File: src/rtl/multi_pwm_generator.sv
// Multi-channel PWM generator.
// One shared counter (edge- or center-aligned) is compared against a per-channel
// active duty. Each channel keeps a working duty, adjusted by saturating strobes,
// and an active duty that is refreshed from the working duty only at period
// boundaries. This keeps every output glitch-free within a period.
module multi_pwm_generator #(
    parameter int WIDTH    = 8,
    parameter int CHANNELS = 4
) (
    input  logic                clk,
    input  logic                srst_n,
    input  logic [CHANNELS-1:0] duty_inc_coarse,
    input  logic [CHANNELS-1:0] duty_inc_fine,
    input  logic [CHANNELS-1:0] duty_dec_coarse,
    input  logic [CHANNELS-1:0] duty_dec_fine,
    input  logic [WIDTH-1:0]    duty_coarse,
    input  logic [WIDTH-1:0]    duty_fine,
    input  logic [WIDTH-1:0]    duty_nominal,
    input  logic [WIDTH-1:0]    div_value,
    input  logic                center_mode,
    input  logic [CHANNELS-1:0] ch_enable,
    output logic [CHANNELS-1:0] pwm,
    output logic                period_start
);

    localparam logic             DIR_UP   = 1'b0;
    localparam logic             DIR_DOWN = 1'b1;
    localparam logic [WIDTH-1:0] ZERO     = {WIDTH{1'b0}};
    localparam logic [WIDTH-1:0] ONE      = WIDTH'(2'd1);
    localparam logic [WIDTH-1:0] TWO      = WIDTH'(2'd2);

    // Saturating increment. A working duty already at or above the divider
    // (the divider was lowered under it) is left untouched.
    function automatic logic [WIDTH-1:0] sat_inc(input logic [WIDTH-1:0] w,
                                                 input logic [WIDTH-1:0] step,
                                                 input logic [WIDTH-1:0] d);
        logic [WIDTH:0] sum;
        sum = {1'b0, w} + {1'b0, step};
        if (w >= d) begin
            return w;
        end else if (sum > {1'b0, d}) begin
            return d;
        end else begin
            return sum[WIDTH-1:0];
        end
    endfunction

    // Saturating decrement, clamps at zero.
    function automatic logic [WIDTH-1:0] sat_dec(input logic [WIDTH-1:0] w,
                                                 input logic [WIDTH-1:0] step);
        logic [WIDTH:0] diff;
        diff = {1'b0, w} - {1'b0, step};
        if (diff[WIDTH]) begin
            return ZERO;
        end else begin
            return diff[WIDTH-1:0];
        end
    endfunction

    logic [WIDTH-1:0]    r_cnt;
    logic                r_dir;
    logic                r_mode;
    logic [WIDTH-1:0]    r_div;
    logic [WIDTH-1:0]    r_w [CHANNELS];
    logic [WIDTH-1:0]    r_a [CHANNELS];
    logic [CHANNELS-1:0] r_pwm;
    logic                r_period_start;

    logic [WIDTH-1:0]    w_div_in;
    logic                w_boundary;
    logic                w_mode_eff;
    logic [WIDTH-1:0]    w_div_eff;
    logic [WIDTH-1:0]    w_div_m1;
    logic [WIDTH-1:0]    w_div_m2;
    logic [WIDTH-1:0]    w_cnt_nxt;
    logic                w_dir_nxt;
    logic [WIDTH-1:0]    w_w_nxt [CHANNELS];
    logic [CHANNELS-1:0] w_cmp;

    // Divider of zero behaves as one. Mode and divider take new values only on
    // the boundary cycle, so the new period starts with its own settings.
    assign w_div_in   = (div_value == ZERO) ? ONE : div_value;
    assign w_boundary = (r_cnt == ZERO) && (r_dir == DIR_UP);
    assign w_mode_eff = w_boundary ? center_mode : r_mode;
    assign w_div_eff  = w_boundary ? w_div_in : r_div;
    assign w_div_m1   = w_div_eff - ONE;
    assign w_div_m2   = w_div_eff - TWO;

    // Next counter value and direction for edge and center counting.
    always_comb begin
        w_cnt_nxt = r_cnt;
        w_dir_nxt = r_dir;
        if (w_div_eff == ONE) begin
            w_cnt_nxt = ZERO;
            w_dir_nxt = DIR_UP;
        end else if (!w_mode_eff) begin
            w_dir_nxt = DIR_UP;
            if (r_cnt >= w_div_m1) begin
                w_cnt_nxt = ZERO;
            end else begin
                w_cnt_nxt = r_cnt + ONE;
            end
        end else if (r_dir == DIR_UP) begin
            if (r_cnt >= w_div_m1) begin
                // With D = 2 the down leg is empty: go straight back to 0/UP.
                if (w_div_eff == TWO) begin
                    w_cnt_nxt = ZERO;
                    w_dir_nxt = DIR_UP;
                end else begin
                    w_cnt_nxt = w_div_m2;
                    w_dir_nxt = DIR_DOWN;
                end
            end else begin
                w_cnt_nxt = r_cnt + ONE;
                w_dir_nxt = DIR_UP;
            end
        end else begin
            // The final 0 of the down leg is the next period's boundary.
            if (r_cnt <= ONE) begin
                w_cnt_nxt = ZERO;
                w_dir_nxt = DIR_UP;
            end else begin
                w_cnt_nxt = r_cnt - ONE;
                w_dir_nxt = DIR_DOWN;
            end
        end
    end

    // Per-channel prioritized duty adjust and compare against the active duty.
    always_comb begin
        for (int ch = 0; ch < CHANNELS; ch++) begin
            w_w_nxt[ch] = r_w[ch];
            if (duty_inc_coarse[ch]) begin
                w_w_nxt[ch] = sat_inc(r_w[ch], duty_coarse, w_div_eff);
            end else if (duty_inc_fine[ch]) begin
                w_w_nxt[ch] = sat_inc(r_w[ch], duty_fine, w_div_eff);
            end else if (duty_dec_coarse[ch]) begin
                w_w_nxt[ch] = sat_dec(r_w[ch], duty_coarse);
            end else if (duty_dec_fine[ch]) begin
                w_w_nxt[ch] = sat_dec(r_w[ch], duty_fine);
            end else begin
                w_w_nxt[ch] = r_w[ch];
            end
            // On the boundary the freshly shadowed duty already governs cycle 0.
            if (w_boundary) begin
                w_cmp[ch] = ch_enable[ch] && (r_cnt < r_w[ch]);
            end else begin
                w_cmp[ch] = ch_enable[ch] && (r_cnt < r_a[ch]);
            end
        end
    end

    // Counter, latched settings, duty registers and registered outputs.
    always_ff @(posedge clk) begin
        if (!srst_n) begin
            r_cnt          <= ZERO;
            r_dir          <= DIR_UP;
            r_mode         <= center_mode;
            r_div          <= w_div_in;
            r_pwm          <= {CHANNELS{1'b0}};
            r_period_start <= 1'b0;
            for (int ch = 0; ch < CHANNELS; ch++) begin
                r_w[ch] <= duty_nominal;
                r_a[ch] <= duty_nominal;
            end
        end else begin
            r_cnt          <= w_cnt_nxt;
            r_dir          <= w_dir_nxt;
            r_mode         <= w_mode_eff;
            r_div          <= w_div_eff;
            r_pwm          <= w_cmp;
            r_period_start <= w_boundary;
            for (int ch = 0; ch < CHANNELS; ch++) begin
                r_w[ch] <= w_w_nxt[ch];
                if (w_boundary) begin
                    r_a[ch] <= r_w[ch];
                end else begin
                    r_a[ch] <= r_a[ch];
                end
            end
        end
    end

    assign pwm          = r_pwm;
    assign period_start = r_period_start;

endmodule

File: config.mk
export PLATFORM = sky130hd
export DESIGN_NAME = multi_pwm_generator
export DESIGN_NICKNAME = d
export VERILOG_FILES = /design/src/rtl/multi_pwm_generator.sv
export SDC_FILE = /design/constraint.sdc
export NUM_CORES = 1
export LEC_CHECK = 0
export CAP_MARGIN = 20
export CORE_MARGIN = 3
export CORE_UTILIZATION = 55
export CTS_CLUSTER_SIZE = 10
export DETAILED_ROUTE_END_ITERATION = 8
export GPL_ROUTABILITY_DRIVEN = 0
export PLACE_DENSITY = 0.78
export SLEW_MARGIN = 10
export SYNTH_ARGS = -nofsm -noshare
export SYNTH_HDL_FRONTEND = slang
export SYNTH_SLANG_ARGS = --single-unit
File: constraint.sdc
create_clock -name clk -period 8.4 [get_ports clk]
set_clock_uncertainty 0.05 [all_clocks]
set_input_delay 1.68 -clock clk [delete_from_list [all_inputs] [get_ports clk]]
set_output_delay 1.68 -clock clk [all_outputs]
set_load 0.03 [all_outputs]
# ---- Yosys cells after proc, flatten, opt, wreduce, memory -nomap -nowiden
# Memories as Yosys holds them, arrays and structs flattened.
# Cells that the tools add are included.
# W data, S select, Z words.
dict set report classes {
  n_addsub 20
  n_mul 0
  n_div 0
  n_lt_le_gt_ge 22
  eq_ne 2
  shifts 0
  muxes 79
  bitwise_logic 15
  n_reduce_logical 13
}
# operator n
set op_table {}
lappend op_table {{$mux W8} 61}
lappend op_table {{$add A8 B8 Y9} 8}
lappend op_table {{$gt A9 B8 Y1} 8}
lappend op_table {{$sub A8 B8 Y9} 8}
lappend op_table {{$lt A8 B8 Y1} 8}
lappend op_table {{$ge A8 B8 Y1} 5}
lappend op_table {{$mux W1} 18}
lappend op_table {{$logic_not A8 Y1} 2}
lappend op_table {{$sub A8 B1 Y8 const B} 2}
lappend op_table {{$or A1 B1 Y1} 12}
lappend op_table {{$logic_and A1 B1 Y1} 9}
lappend op_table {{$add A8 B1 Y8 const B} 1}
lappend op_table {{$eq A8 B1 Y1 const B} 1}
lappend op_table {{$eq A8 B2 Y1 const B} 1}
lappend op_table {{$le A8 B1 Y1 const B} 1}
lappend op_table {{$sub A8 B2 Y8 const B} 1}
lappend op_table {{$not A1 Y1} 3}
lappend op_table {{$reduce_or A3 Y1} 1}
lappend op_table {{$reduce_or A2 Y1} 1}
dict set report word_totals {
  regBits 23
  latch_bits 0
  ram_bits 64
  rom_bits 0
  output_inout_bits 5
  mem_count 2
}
# name words width rd rd_clocked_by_memory_dff wr line
set memory_table {}
lappend memory_table {r_a 4 8 4 0 4 65} ;# logic [WIDTH-1:0] r_a [CHANNELS];
lappend memory_table {r_w 4 8 4 0 4 64} ;# logic [WIDTH-1:0] r_w [CHANNELS];

# ---- Longest topological paths before layout
# Gate-level depths: netlist (run 1).
dict set report logic_depth {
  ltp_word 9
  mapped_depth 22
  depth_no_buf 19
}

# ---- Least setup slack after synthesis (run 1)
# OpenSTA, ideal clock, no wires.
dict set report synth_timing {
  path_kind {input -> register}
  from {input duty_coarse[2]}
  to {memory r_w[1][7] (data pin)}
  setup_time_ns 0.265
  arrival_ns 4.924
  required_ns 8.085
  slack_ns 3.161
  path_stages 19
  path_buffers 2
  path_cell_list {inv_1 > ha_1 > clkbuf_1 > nand2b_1 > a211oi_1 > nor2_1 > nor2_1 > nor2_1 > xor2_1 > ha_1 > nand3_1 > a2111oi_0 > a21oi_1 > a21oi_1 > o22ai_1 > a41oi_1 > buf_2 > a211oi_1 > or3_1}
}
# item line
set synth_rtl {}
lappend synth_rtl {{from (decl)} 16} ;# input logic [WIDTH-1:0] duty_coarse,
lappend synth_rtl {{to (decl)} 64}

==> key figures, run 1 <==
Cells and area
  – Diode count: 0
  – Share of layout cells above drive strength 1: 4.44%
  – Most common cell after layout, fill and taps aside: ha_1
  – Fin util: 61.5%
  – Area Overhead vs Synth: 8.40%
  – Most frequent cells in the layout: ha_1, nor2_1, inv_1, o21ai_0, a21oi_1
  – Fill count: 2153
  – Layout Nets: 2068

Placed design
  – Post-detail-place hpwl: 35.4 mm
  – Port bufs: 59

Detailed routing
  – Detail Route Antenna Nets: 0
  – Drt drc: 0
  – Vias per cell: 6.61
  – Final wirelength: 47.4 mm
  – Detailed Routing Iterations Pass 1: 6
  – DRT iter0 DRCs: 1727
  – Wirelength per Cell: 23.0 um
  – Via count: 13600

Clock network
  – CTS Buf Count: 9
  – Clock buffer depth: 2
  – H-tree depth: 3
  – CTS resizes: 0
  – Worst-skew pair later-pin latency: 0.37 ns
  – # Post-CTS Setup Buffers: 0
  – CTS tree: yes
  – Clk slew on worst S/H paths: 0.08 ns
  – Hold Buf Count CTS: 0
  – CTS root buf: clkbuf_16
  – Clock sinks: 87

Timing
  – Slew at the pin closest to its max-slew limit: 1.13 ns
  – Final TNS setup: 0 ns
  – Slew Limit Fails: 0
  – FMAX: 155 MHz
  – Hold slack: 0.454 ns
  – Final hold vios: 0
  – Endpoints failing setup: 0
  – Minimum clock period: 6.43 ns
  – Max_slew headroom: 24.1%
  – RSZ-0062 raised after global routing: no
  – Final critical-path share of the clock period: 76.6%

Worst setup path
  – Reg2reg start: r_cnt[5]$_SDFF_PP0_
  – CP Launch Type: primary input
  – R2R Setup Slk: 2.51 ns
  – Critical path endpoint category: register
  – Max FO, Critical Path: 9
  – Critical Path RT: 8.46 ns
  – Critical path class: in -> reg
  – Arr. time, crit path: 6.49 ns
  – Path depth of the worst reg2reg path: 16
  – R2r endpoint: r_cnt[4]$_SDFF_PP0_

Yosys
  – #FFs+latches synth: 87
  – Cell variety after synth: 88
  – Seq/Total Area, Yosys: 17.1%
  – Post-synth net total: 2032
  – Cells after synthesis: 1694
  – Synth Area per Inst: 8.24 sq um
  – Top cells by area, synth: ha_1, edfxtp_1, xnor2_1, o21ai_0, a21oi_1
  – Post-synth EDFFs: 64
  – Area of the mapped netlist: 14000 sq um
  – Yosys warning count: 0
  – Synth async-reset ratio: 0%
  – Yosys top cell area share: 23.9%
  – Top_reg_cell synth: edfxtp_1
  – Top cell type by total area after synthesis: ha_1

Floorplanning
  – Starting Density: 56.7%
  – I/O pins: 60
  – Row Count: 57
  – Die ar.: 27300 sq um
  – Die height: 165 um
  – Die width: 165 um
  – Core Box Area: 24600 sq um

Global routing
  – Gr ovfl total: 0
  – Initial antenna violation count: 1
  – Number of global-route vias before repair: 12900
  – Largest net degree at the start of global routing: 44
  – First-pass GRT wire length: 70.9 mm
  – Overall Global Routing Usage: 34.1%

Worst hold path
  – WHS Path Cells: 2
  – Hold EP: r_div[0]$_DFF_P_
  – Min-delay src: r_div[0]$_DFF_P_
  – HP Class: reg -> reg

Status
  – Run status: complete, no violations

Run
  – Total of max-cap violations: 0
==> Yosys cell counts (8+ instances only) <==
cell type,number
xor2_1,38
mux2_2,9
a221oi_1,9
xnor2_1,77
nand2b_1,44
inv_1,138
nor2_1,148
nor2b_1,35
a31oi_1,11
clkbuf_1,30
o211a_1,11
a211o_1,11
a21oi_1,113
and3_1,11
o211ai_1,21
ha_1,267
o41ai_1,9
a22oi_1,13
a21o_1,46
o21ai_0,128
o2111ai_1,10
nor3_1,44
edfxtp_1,64
or3_1,11
o31ai_1,11
fa_1,16
o21a_1,13
dfxtp_1,23
a211oi_1,25
or2_2,8
nand3_1,24
mux2i_1,22
o21bai_1,12
o22ai_1,9
nand2_1,111
==> logic make-up after synthesis <==
group | after synthesis | share of synthesized area [%]
compound gates | 507 | 24.3
xor+xnor | 115 | 7.22
fa+ha+maj | 290 | 26.7
buf+inv | 191 | 5.59
flops | 87 | 17.1
mux | 35 | 2.73
simple gates | 469 | 16.3
==> worst max-delay path by stage <==
stage,to,depth (start not counted),startpoint
after floorplan,r_w[1][7]$_DFFE_PP_,19,duty_coarse[2]
after global placement,r_w[1][3]$_DFFE_PP_,19,duty_coarse[1]
after detailed placement,r_w[0][2]$_DFFE_PP_,18,duty_fine[1]
after CTS,r_w[0][2]$_DFFE_PP_,18,duty_fine[1]
after global routing,r_w[0][6]$_DFFE_PP_,18,duty_fine[1]
final,r_w[0][6]$_DFFE_PP_,18,duty_fine[1]
==> sequential cells by signal, indices dropped and copies added, names as in the netlist <==
register / flops
pwm: 4
period_start: 1
r_cnt: 8
r_dir: 1
r_a: 32
r_div: 8
r_w: 32
r_mode: 1
==> final cells by class <==
cell class	count	area, sq um	area share, %
multi-input combinational	1416	10800	71.4
sequential	87	2380	15.7
timing repair buffer	73	696	4.60
inverter	143	542	3.58
tap	324	405	2.68
clock buffer	9	225	1.49
clock inverter	7	71.3	0.471
==> through the flow <==
stage                     area [sq um]  setup slack [ns]  std cells
final                            15100              1.97       2059
after global routing             15100              1.68       2059
after CTS                        15100              2.01       2059
after detailed placement         14800              1.64       2043
after global placement           14800              1.89       2043
after floorplan                  14000              3.16       1694
==> worst max-delay path, cell delays in order <==
cell             delay [ns]
clkdlybuf4s50_1        0.92
inv_1                  0.47
ha_1                   0.44
inv_1                  0.04
a21oi_1                0.15
o21a_1                 0.16
o31ai_1                0.09
o41ai_1                0.33
xor2_1                 0.16
ha_1                   0.32
and3_1                 0.19
nand2_1                0.06
a21oi_1                0.17
o2111ai_1              0.16
nor3b_1                0.23
a21o_1                 0.32
nor3_1                 0.08
or4_1                  0.50
==> per-layer routing <==
layer  GRT usage, %  vias to the layer above  share of wire [%]
met2           53.7                      899                 43
met5              0                        -                  0
met3           7.88                      199                 12
li1               -                     6230                  -
met4           18.7                        0                6.4
met1           43.0                     6276                 38
Power of run 1 is not shown: default switching activity piles up to over one toggle a cycle in this logic, so the estimate is an artifact.
==> inputs of run 2 (changes only) <==
Settings changed: PLACE_DENSITY 0.78 to 0.81.
Clock period 8.4 ns to 5.6 ns, I/O delays scaled along.
==> run 2 against run 1 <==
Effect of this change: the run now ends with design-rule violations left; final area increased by 2.2%; first-iteration DRC count shrank 0.17%; die area did not move; non-clock buffer count grew 43; worst hold slack worse by 0.0026 ns; global-route usage up 0.65 points; via count up 2.6%; critical path depth grew 1; routed wire length up 1.5%; critical endpoint is now r_w[3][6]$_DFFE_PP_; highest routed layer unchanged.
==> key figures, run 2 (synthesis results as in run 1) <==
Clock network
  – CTS resizes: 0
  – CTS tree: yes
  – CTS Buf Count: 9
  – Worst-skew pair later-pin latency: 0.36 ns
  – H-tree depth: 3
  – # Post-CTS Setup Buffers: 0
  – CTS root buf: clkbuf_16
  – Clk slew on worst S/H paths: 0.08 ns
  – Hold Buf Count CTS: 0
  – Clock sinks: 87
  – Clock buffer depth: 2

Detailed routing
  – Detailed Routing Iterations Pass 1: 9
  – Detail Route Antenna Nets: 0
  – Via count: 14000
  – DRT iter0 DRCs: 1724
  – Drt drc: 6
  – Wirelength per Cell: 22.9 um
  – Final wirelength: 48.1 mm
  – Vias per cell: 6.64

Global routing
  – Largest net degree at the start of global routing: 44
  – Initial antenna violation count: 0
  – Gr ovfl total: 0
  – Number of global-route vias before repair: 13400
  – Overall Global Routing Usage: 34.7%
  – First-pass GRT wire length: 72.4 mm

Cells and area
  – Area Overhead vs Synth: 10.7%
  – Top flop regs: r_a x32, r_w x32
  – Most frequent cells in the layout: ha_1, nor2_1, inv_1, o21ai_0, a21oi_1
  – Most common cell after layout, fill and taps aside: ha_1
  – Share of layout cells above drive strength 1: 6.75%
  – Layout Nets: 2111

Timing
  – FMAX: 187 MHz
  – Final TNS setup: 0 ns
  – RSZ-0062 raised after global routing: no
  – Final critical-path share of the clock period: 95.7%
  – Slew at the pin closest to its max-slew limit: 0.950 ns
  – Endpoints failing setup: 0
  – Max_slew headroom: 36.5%
  – Slew Limit Fails: 0
  – Minimum clock period: 5.36 ns
  – Final hold vios: 0

Worst setup path
  – Delay-heaviest family, CP: simple AND/OR/NAND/NOR gates
  – Worst path cell trace: clkdlybuf4s50_1, ha_1, fa_1, nand2b_1, a21oi_1, nor2b_1, nor2_1, nor2_1, nor2_1, xor2_1, ha_1, and3_1, nand2_1, nor2_1, o21ai_0, a22oi_1, nand4_2, a32oi_1, o221ai_1
  – CP Depth: 19
  – Critical path endpoint category: register
  – Worst path buffer plus inverter count: 1
  – Critical path class: in -> reg
  – Path depth of the worst reg2reg path: 17
  – Critical Path RT: 5.63 ns
  – CP max-delay cell: clkdlybuf4s50_1
  – CP Launch Type: primary input
  – CP dominant cell by count: nor2_1
  – Max FO, Critical Path: 9
  – Arr. time, crit path: 5.39 ns
  – Slowest cell delay on critical path: 0.58 ns

Floorplanning
  – Die width: 165 um
  – Die ar.: 27300 sq um
  – Die height: 165 um
  – Row Count: 57
  – I/O pins: 60
  – Core Box Area: 24600 sq um
  – Starting Density: 56.7%

Worst hold path
  – WHS Path Cells: 2
  – HP Class: reg -> reg

Run
  – Total of max-cap violations: 0

Placed design
  – Post-detail-place hpwl: 36.7 mm
  – Port bufs: 59

Status
  – Failing checks: design-rule violations
  – Run status: finished with violations
## run 2: cell type report
type / instances / area, sq um
diodes: 1 / 2.50
clock buffers: 9 / 225
clock inverters: 7 / 71.3
fillers: 2127 / 9150
inverters: 143 / 542
multi-input cells: 1416 / 10800
flip-flops and latches: 87 / 2380
well taps: 324 / 405
repair buffers: 116 / 1020
## run 2: worst paths after layout
| check | from | to | slack (ns) |
|---|---|---|---|
| min reg2reg | r_div[0]$_DFF_P_ | r_div[0]$_DFF_P_ | 0.45 |
| max | duty_fine[0] | r_w[3][6]$_DFFE_PP_ | 0.24 |
| max reg2reg | r_cnt[3]$_SDFF_PP0_ | r_cnt[4]$_SDFF_PP0_ | 0.53 |
| min | r_div[0]$_DFF_P_ | r_div[0]$_DFF_P_ | 0.45 |
## run 2: per-stage QoR
step | hold slack (ns) | std cells | utilization [%] | cell area, sq um | worst slack, ns
global route | 0.473 | 2102 | 62.8 | 15500 | 0.0104
detailed placement | 0.434 | 2086 | 61.6 | 15200 | 0.0121
floorplan | 0.407 | 1694 | - | 14000 | 0.921
finish | 0.452 | 2103 | 62.8 | 15500 | 0.241
global placement | 0.427 | 2086 | 61.6 | 15200 | 0.255
CTS | 0.447 | 2102 | 62.8 | 15500 | 0.378
## run 2: worst reg2reg max path, cell delays in order (launching register included)
cell	delay, ns
dfxtp_1	0.31
or4_1	0.78
nor4_2	0.71
nand2_1	0.10
o21ai_1	0.18
buf_4	0.31
nand2_1	0.15
nor2_1	0.15
xnor2_1	0.14
ha_1	0.28
and3_1	0.16
a21oi_1	0.13
o21ai_0	0.11
o41a_1	0.47
a21oi_1	0.40
a22oi_1	0.17
a22o_1	0.26
a21oi_1	0.13
## run 2: routing by layer
metal  GRT usage [%]  up-vias  part of all wire, %
li1                -     6328                    -
met1            43.5     6426                   37
met2            52.1      938                   41
met3            9.55      272                   14
met4            23.0        0                  8.0
met5               0        -                    0
Power of run 2 is left out for the same reason.
